`src/rtl/encoder_mux_tdm_if.sv`:
```
// ---------------------------------------------------------------------------
// encoder_mux_tdm_if
// Bundles the control, encoder-side and output-side signals of
// encoder_mux_tdm. The clock and the asynchronous reset stay outside.
//   resync      : synchronous phase restart
//   enc_mask    : per-encoder slot enable
//   enc_adr_in  : cluster addresses, encoder e / cluster k at (e*NUM_CLUSTERS+k)*ADR_W
//   enc_cnt_in  : cluster counts, same packing with CNT_W per cluster
//   latch_out   : one-hot latch strobes to the encoders
//   adr_out     : selected addresses
//   cnt_out     : selected counts
//   enc_out     : encoder index of the slot now on the output
//   vld_out     : first cycle of a new slot
//   nclust_out  : number of addresses on adr_out that are not the empty marker
// master = the side that drives the encoder data and control.
// slave  = the multiplexer.
// ---------------------------------------------------------------------------
interface encoder_mux_tdm_if #(
    parameter int NUM_ENC      = 2,
    parameter int NUM_CLUSTERS = 8,
    parameter int ADR_W        = 11,
    parameter int CNT_W        = 3
);
    localparam int ENC_W = (NUM_ENC > 1) ? $clog2(NUM_ENC) : 1;
    localparam int NC_W  = $clog2(NUM_CLUSTERS + 1);

    logic                                    resync;
    logic [NUM_ENC-1:0]                      enc_mask;
    logic [NUM_ENC*NUM_CLUSTERS*ADR_W-1:0]   enc_adr_in;
    logic [NUM_ENC*NUM_CLUSTERS*CNT_W-1:0]   enc_cnt_in;
    logic [NUM_ENC-1:0]                      latch_out;
    logic [NUM_CLUSTERS*ADR_W-1:0]           adr_out;
    logic [NUM_CLUSTERS*CNT_W-1:0]           cnt_out;
    logic [ENC_W-1:0]                        enc_out;
    logic                                    vld_out;
    logic [NC_W-1:0]                         nclust_out;

    modport master (
        output resync, enc_mask, enc_adr_in, enc_cnt_in,
        input  latch_out, adr_out, cnt_out, enc_out, vld_out, nclust_out
    );

    modport slave (
        input  resync, enc_mask, enc_adr_in, enc_cnt_in,
        output latch_out, adr_out, cnt_out, enc_out, vld_out, nclust_out
    );
endinterface

```
`src/rtl/encoder_mux_tdm.sv`:
```
// ---------------------------------------------------------------------------
// encoder_mux_tdm
// Time-division multiplexer for NUM_ENC priority encoders on clock4x.
// A free-running phase counter (0..PERIOD-1) produces one latch strobe per
// encoder per round, SLOT = PERIOD/NUM_ENC cycles apart. The phase is carried
// through a SEL_DELAY+1 stage select pipeline together with a "live" bit. The
// delayed phase selects which encoder's cluster bank is loaded into the
// registered output bus.
// Ports:
//   clock4x        : sole clock
//   global_reset_n : asynchronous active-low reset
//   bus            : encoder_mux_tdm_if.slave (control, encoder data, outputs)
// Total latency from a phase value to the output is SEL_DELAY+2 edges.
// ---------------------------------------------------------------------------
module encoder_mux_tdm #(
    parameter int              NUM_ENC      = 2,
    parameter int              NUM_CLUSTERS = 8,
    parameter int              ADR_W        = 11,
    parameter int              CNT_W        = 3,
    parameter int              PERIOD       = 8,
    parameter int              SEL_DELAY    = 0,
    parameter logic [ADR_W-1:0] INVALID_ADR = {ADR_W{1'b1}}
) (
    input  logic            clock4x,
    input  logic            global_reset_n,
    encoder_mux_tdm_if.slave bus
);
    localparam int SLOT     = PERIOD / NUM_ENC;
    localparam int PH_W     = $clog2(PERIOD);
    localparam int SLOT_LOG = $clog2(SLOT);
    localparam int ENC_W    = (NUM_ENC > 1) ? $clog2(NUM_ENC) : 1;
    localparam int NC_W     = $clog2(NUM_CLUSTERS + 1);
    localparam int DEPTH    = SEL_DELAY + 1;

    localparam logic [PH_W-1:0] PH_LAST   = PH_W'(PERIOD - 1);
    localparam logic [PH_W-1:0] SLOT_MASK = PH_W'(SLOT - 1);

    // Number of cluster addresses that are not the empty marker
    function automatic logic [NC_W-1:0] count_valid(input logic [NUM_CLUSTERS*ADR_W-1:0] adr);
        logic [NC_W-1:0] n;
        n = '0;
        for (int k = 0; k < NUM_CLUSTERS; k++) begin
            if (adr[k*ADR_W +: ADR_W] != INVALID_ADR) begin
                n = n + NC_W'(1);
            end else begin
                n = n;
            end
        end
        return n;
    endfunction

    logic [PH_W-1:0]              phase_q, phase_d;
    logic [NUM_ENC-1:0]           latch_q, latch_d;
    logic [PH_W-1:0]              ph_chain_q [DEPTH];
    logic [DEPTH-1:0]             live_chain_q;
    logic [PH_W-1:0]              ph_tail_s;
    logic                         live_tail_s;
    logic [ENC_W-1:0]             sel_s;
    logic [NUM_CLUSTERS*ADR_W-1:0] adr_q, adr_d;
    logic [NUM_CLUSTERS*CNT_W-1:0] cnt_q, cnt_d;
    logic [ENC_W-1:0]             enc_q, enc_d;
    logic                         vld_q, vld_d;
    logic [NC_W-1:0]              nclust_q, nclust_d;

    // Phase counter next state and latch strobe decode
    always_comb begin
        phase_d = phase_q;
        latch_d = '0;
        if (bus.resync) begin
            phase_d = '0;
        end else begin
            if (phase_q == PH_LAST) begin
                phase_d = '0;
            end else begin
                phase_d = phase_q + PH_W'(1);
            end
            for (int i = 0; i < NUM_ENC; i++) begin
                latch_d[i] = (phase_q == PH_W'(i * SLOT));
            end
        end
    end

    // Phase counter and latch strobe registers
    always_ff @(posedge clock4x or negedge global_reset_n) begin
        if (!global_reset_n) begin
            phase_q <= '0;
            latch_q <= '0;
        end else begin
            phase_q <= phase_d;
            latch_q <= latch_d;
        end
    end

    // Select pipeline; resync kills every entry in flight so stale phases never raise vld
    always_ff @(posedge clock4x or negedge global_reset_n) begin
        if (!global_reset_n) begin
            for (int i = 0; i < DEPTH; i++) begin
                ph_chain_q[i] <= '0;
            end
            live_chain_q <= '0;
        end else begin
            ph_chain_q[0]   <= phase_q;
            live_chain_q[0] <= ~bus.resync;
            for (int i = 1; i < DEPTH; i++) begin
                ph_chain_q[i]   <= ph_chain_q[i-1];
                live_chain_q[i] <= live_chain_q[i-1] & ~bus.resync;
            end
        end
    end

    // Output bank selection; non-live entries look masked but still report their slot index
    always_comb begin
        ph_tail_s   = ph_chain_q[DEPTH-1];
        live_tail_s = live_chain_q[DEPTH-1];
        sel_s       = ENC_W'(ph_tail_s >> SLOT_LOG);
        adr_d       = {NUM_CLUSTERS{INVALID_ADR}};
        cnt_d       = '0;
        nclust_d    = '0;
        enc_d       = sel_s;
        vld_d       = live_tail_s && ((ph_tail_s & SLOT_MASK) == PH_W'(0));
        if (live_tail_s && bus.enc_mask[sel_s]) begin
            for (int k = 0; k < NUM_CLUSTERS; k++) begin
                adr_d[k*ADR_W +: ADR_W] = bus.enc_adr_in[(int'(sel_s) * NUM_CLUSTERS + k) * ADR_W +: ADR_W];
                cnt_d[k*CNT_W +: CNT_W] = bus.enc_cnt_in[(int'(sel_s) * NUM_CLUSTERS + k) * CNT_W +: CNT_W];
            end
            nclust_d = count_valid(adr_d);
        end else begin
            nclust_d = '0;
        end
    end

    // Output registers
    always_ff @(posedge clock4x or negedge global_reset_n) begin
        if (!global_reset_n) begin
            adr_q    <= {NUM_CLUSTERS{INVALID_ADR}};
            cnt_q    <= '0;
            enc_q    <= '0;
            vld_q    <= 1'b0;
            nclust_q <= '0;
        end else begin
            adr_q    <= adr_d;
            cnt_q    <= cnt_d;
            enc_q    <= enc_d;
            vld_q    <= vld_d;
            nclust_q <= nclust_d;
        end
    end

    assign bus.latch_out  = latch_q;
    assign bus.adr_out    = adr_q;
    assign bus.cnt_out    = cnt_q;
    assign bus.enc_out    = enc_q;
    assign bus.vld_out    = vld_q;
    assign bus.nclust_out = nclust_q;
endmodule
```
`src/flat_wrapper.sv`:
```
// flat-port wrapper written by rule: the top's interface ports become plain ports
module encoder_mux_tdm_flat 
#(
    parameter int              NUM_ENC      = 2,
    parameter int              NUM_CLUSTERS = 8,
    parameter int              ADR_W        = 11,
    parameter int              CNT_W        = 3,
    parameter int              PERIOD       = 8,
    parameter int              SEL_DELAY    = 0,
    parameter logic [ADR_W-1:0] INVALID_ADR = {ADR_W{1'b1}}
)
  (clock4x, global_reset_n, bus_resync, bus_enc_mask, bus_enc_adr_in, bus_enc_cnt_in, bus_latch_out, bus_adr_out, bus_cnt_out, bus_enc_out, bus_vld_out, bus_nclust_out);
  encoder_mux_tdm_if #(.NUM_ENC(NUM_ENC), .NUM_CLUSTERS(NUM_CLUSTERS), .ADR_W(ADR_W), .CNT_W(CNT_W)) bus_i ();
  input  logic clock4x;
  input  logic global_reset_n;
  input wire logic [$bits(bus_i.resync)-1:0] bus_resync;
  input wire logic [$bits(bus_i.enc_mask)-1:0] bus_enc_mask;
  input wire logic [$bits(bus_i.enc_adr_in)-1:0] bus_enc_adr_in;
  input wire logic [$bits(bus_i.enc_cnt_in)-1:0] bus_enc_cnt_in;
  output wire logic [$bits(bus_i.latch_out)-1:0] bus_latch_out;
  output wire logic [$bits(bus_i.adr_out)-1:0] bus_adr_out;
  output wire logic [$bits(bus_i.cnt_out)-1:0] bus_cnt_out;
  output wire logic [$bits(bus_i.enc_out)-1:0] bus_enc_out;
  output wire logic [$bits(bus_i.vld_out)-1:0] bus_vld_out;
  output wire logic [$bits(bus_i.nclust_out)-1:0] bus_nclust_out;
  assign bus_i.resync = bus_resync;
  assign bus_i.enc_mask = bus_enc_mask;
  assign bus_i.enc_adr_in = bus_enc_adr_in;
  assign bus_i.enc_cnt_in = bus_enc_cnt_in;
  assign bus_latch_out = bus_i.latch_out;
  assign bus_adr_out = bus_i.adr_out;
  assign bus_cnt_out = bus_i.cnt_out;
  assign bus_enc_out = bus_i.enc_out;
  assign bus_vld_out = bus_i.vld_out;
  assign bus_nclust_out = bus_i.nclust_out;
  encoder_mux_tdm #(.NUM_ENC(NUM_ENC), .NUM_CLUSTERS(NUM_CLUSTERS), .ADR_W(ADR_W), .CNT_W(CNT_W), .PERIOD(PERIOD), .SEL_DELAY(SEL_DELAY), .INVALID_ADR(INVALID_ADR)) u_core (.clock4x(clock4x), .global_reset_n(global_reset_n), .bus(bus_i));
endmodule
```
`config.mk`:
```
export PLATFORM = sky130hd
export DESIGN_NAME = encoder_mux_tdm_flat
export DESIGN_NICKNAME = d
export VERILOG_FILES = /design/src/rtl/encoder_mux_tdm_if.sv /design/src/rtl/encoder_mux_tdm.sv /design/src/flat_wrapper.sv
export SDC_FILE = /design/constraint.sdc
export NUM_CORES = 1
export LEC_CHECK = 0
export ABC_AREA = 0
export BUFFER_PORTS_ARGS = -buffer_cell sky130_fd_sc_hd__buf_2
export CORE_AREA = 2 2 134 136
export DETAILED_ROUTE_END_ITERATION = 6
export DIE_AREA = 0 0 136 138
export GPL_TIMING_DRIVEN = 0
export HOLD_SLACK_MARGIN = 0.1
export PLACE_DENSITY = 0.8
export SYNTH_ARGS = -nofsm -noshare
export SYNTH_HDL_FRONTEND = slang
export SYNTH_SLANG_ARGS = --single-unit
export TNS_END_PERCENT = 50
```
`constraint.sdc`:
```
create_clock -name clock4x -period 8.45 [get_ports clock4x]
set_input_delay 1.2675 -clock clock4x [delete_from_list [all_inputs] [get_ports clock4x]]
set_output_delay 1.2675 -clock clock4x [all_outputs]
set_load 0.03 [all_outputs]
```
==> impl_metrics.tcl <==
set metrics [dict create \
    worst_path_largest_cell_delay_ns 0.77 \
    rows 49 \
    grt-ovfl-total 0 \
    grt_start_max_net_pins 72 \
    root_buffer "clkbuf_16" \
    antenna_found_initial 0 \
    start_util_pct 36.7 \
    syn-instance-count 608 \
    vdd_ir_drop_max_v 0.000149 \
    min_path_type "register to register" \
    synth.distinct_cells 66 \
    dieWidth_um 136 \
    hpwl_um 16700 \
    antenna_left 0 \
    yosysTopAreaCellShare_pct 36.0 \
    wl_um 21300 \
    end_kind "register" \
    die_h_um 138 \
    dp.cells 1186 \
    synth_area_sq_um 6430 \
    cts_setup_buffers 0 \
    power_density_nw_per_um2 190 \
    synthFlopType "dfstp_2" \
    post-route-drc-count 0 \
    drive_above_1_share_pct 49.7 \
    diodes 0 \
    cts.repair.resized 0 \
    wl_per_cell_um 17.5 \
    yosysSeqAreaShare_pct 51.1 \
    start_kind "register" \
    worst_pin_slew_ns 1.07 \
    portBuffers 348 \
    hold_ws_ns 0.407 \
    setup_viol 0 \
    clkTransAtPathRegs_ns 0.06 \
    numClockSinks 127 \
    hold_violations 0 \
    crit_required_ns 8.77 \
    htreeDepth 4 \
    first_global_vias 6185 \
    synth_area_leaders "dfstp_2 36%, dfrtp_1 15%, mux2i_1 14%, nand2_1 5.5%, nand3_1 3.6%" \
    slew_viol_final 0 \
    slowest_stage "a222oi_1" \
    layoutNonFillerInstCount 1218 \
    clk_latency_ns 0.41 \
    dr.pass1.iters 5 \
    critical_path.most_common_cell "ha_1" \
    synth_common_cells "94 x nand2_1, 88 x dfstp_2, 88 x mux2i_1, 46 x nand3_1" \
    nets 1216 \
    regArea_sq_um 3290 \
    holdBufCountCts 0 \
    ios 349 \
    period_share_pct 88.1 \
    tns_ns 0 \
    power_mw 1.73 \
    relSlewSlack_pct 28.9 \
    rsz0062_at_grt "no" \
    syn2layout_area_growth_pct 41.7 \
    status "finished clean" \
    ys_seq_elements 127 \
    crit_fanout 10 \
    critPathArrivalTime_ns 7.76 \
    dr_total_vias 6107 \
    max_clock_freq_ghz 0.134 \
    finalWeightedCongestion 0.881 \
    cts_tree "yes" \
    numCtsBuffers 17 \
    synth.most_common_cell "nand2_1" \
    core-area_sq_um 17500 \
    leakage_nw 4.09 \
    path_class "register to register" \
    synth_edf_count 0 \
    drtIter0Drc 314 \
    fillers 1621 \
    async_reset_ff_share_pct 100 \
    synth_fp_nets 848 \
    clock_skew_ns 0.00825 \
    max_cap_violations 0 \
    die-area_sq_um 18800 \
    cts_max_path_buffers 2 \
    grt_pass1_wl_um 32500 \
    layout_min_cycle_time_ns 7.45 \
    synth_top_area_cell "dfstp_2" \
    finalCoreUtilization_pct 52.0 \
    multi_input_comb_area_sq_um 2980 \
    grt_usage_pct 22.4 \
    vias_per_cell 5.01 \
    yosysWarnings 0 \
    synth.avg_cell_area_sq_um 10.6 \
]
[through the flow]
| step | worst slack, ns | area (sq um) |
|---|---|---|
| floorplan | 3.08 | 6430 |
| detailed placement | 0.921 | 8490 |
| CTS | 0.897 | 9110 |
| finish | 1.00 | 9110 |
| global placement | 1.02 | 8460 |
| global route | 0.441 | 9110 |
[logic make-up after synthesis]
logic type                 after synthesis  share of synthesized area, %
xor gates and xnor gates                12                          2.28
and+or+nand+nor                        259                          19.6
DFF                                    127                          51.1
muxes                                   90                          14.1
AOI/OAI and AO/OA                       70                          8.17
adders and majority gates               11                          2.14
buffers and inverters                   39                          2.53
[state kept, by name, summed over array words and instances (netlist names)]
register / count
u_core.bus.vld_out: 1
u_core.bus.cnt_out: 24
u_core.bus.adr_out: 88
u_core.bus.enc_out: 1
u_core.bus.latch_out: 2
u_core.phase_q: 3
u_core.ph_chain_q: 3
u_core.live_chain_q: 1
u_core.bus.nclust_out: 4
[area by class of cell]
type | instances | area share, %
sequential | 127 | 36.1
clock inverter | 14 | 1.98
timing repair buffer | 349 | 19.5
multi-input combinational | 442 | 32.7
buffer | 30 | 1.41
clock buffer | 18 | 4.82
inverter | 9 | 0.371
tap | 229 | 3.14
[path summary, 6_finish.rpt]
path	startpoint	end	cells past startpoint	slack (ns)
max reg2reg	u_core.ph_chain_q[2]$_DFF_PN0_	u_core.bus.nclust_out[2]$_DFF_PN0_	28	1.00
min reg2reg	u_core.ph_chain_q[1]$_DFF_PN0_	u_core.bus.vld_out$_DFF_PN0_	1	0.41
max	u_core.ph_chain_q[2]$_DFF_PN0_	u_core.bus.nclust_out[2]$_DFF_PN0_	28	1.00
max in group asynchronous	global_reset_n	u_core.bus.adr_out[50]$_DFF_PN1_	2	6.86
min	u_core.ph_chain_q[1]$_DFF_PN0_	u_core.bus.vld_out$_DFF_PN0_	1	0.41
min in group asynchronous	global_reset_n	u_core.bus.cnt_out[9]$_DFF_PN0_	1	0.80
[metal layers]
metal	vias to the layer above	track usage, %	wire length [um]
li1	2899	-	-
met1	2923	28.1	8990
met2	254	38.2	10500
met3	31	5.39	1460
met4	0	6.03	344
met5	-	0	0
[critical path, delay by kind of cell, from the launching register on]
kind / cells / cell delay [ns]
buffers and inverters: 7 / 2.40
AOI/OAI and AO/OA: 7 / 1.93
adders and majority gates: 4 / 1.23
and+or+nand+nor: 7 / 0.81
DFF: 1 / 0.49
xor gates and xnor gates: 3 / 0.47
[report_power, final]
group          switching, mW  internal [mW]  total, mW
Sequential           0.00971          0.658      0.668
Combinational          0.188          0.106      0.294
Clock                  0.291          0.478      0.769
[cell usage in the layout (no fill, tap or decap), types with 16 or more instances in the layout]
master     count
a21oi_1       18
buf_2        348
clkbuf_1      21
clkbuf_16     17
dfrtp_1       39
dfstp_2       88
mux2i_1       88
nand2_1       94
nand3_1       46
nand4_1       19
nor2_1        39
nor2b_1       16
(Power assumes the default switching activity.)
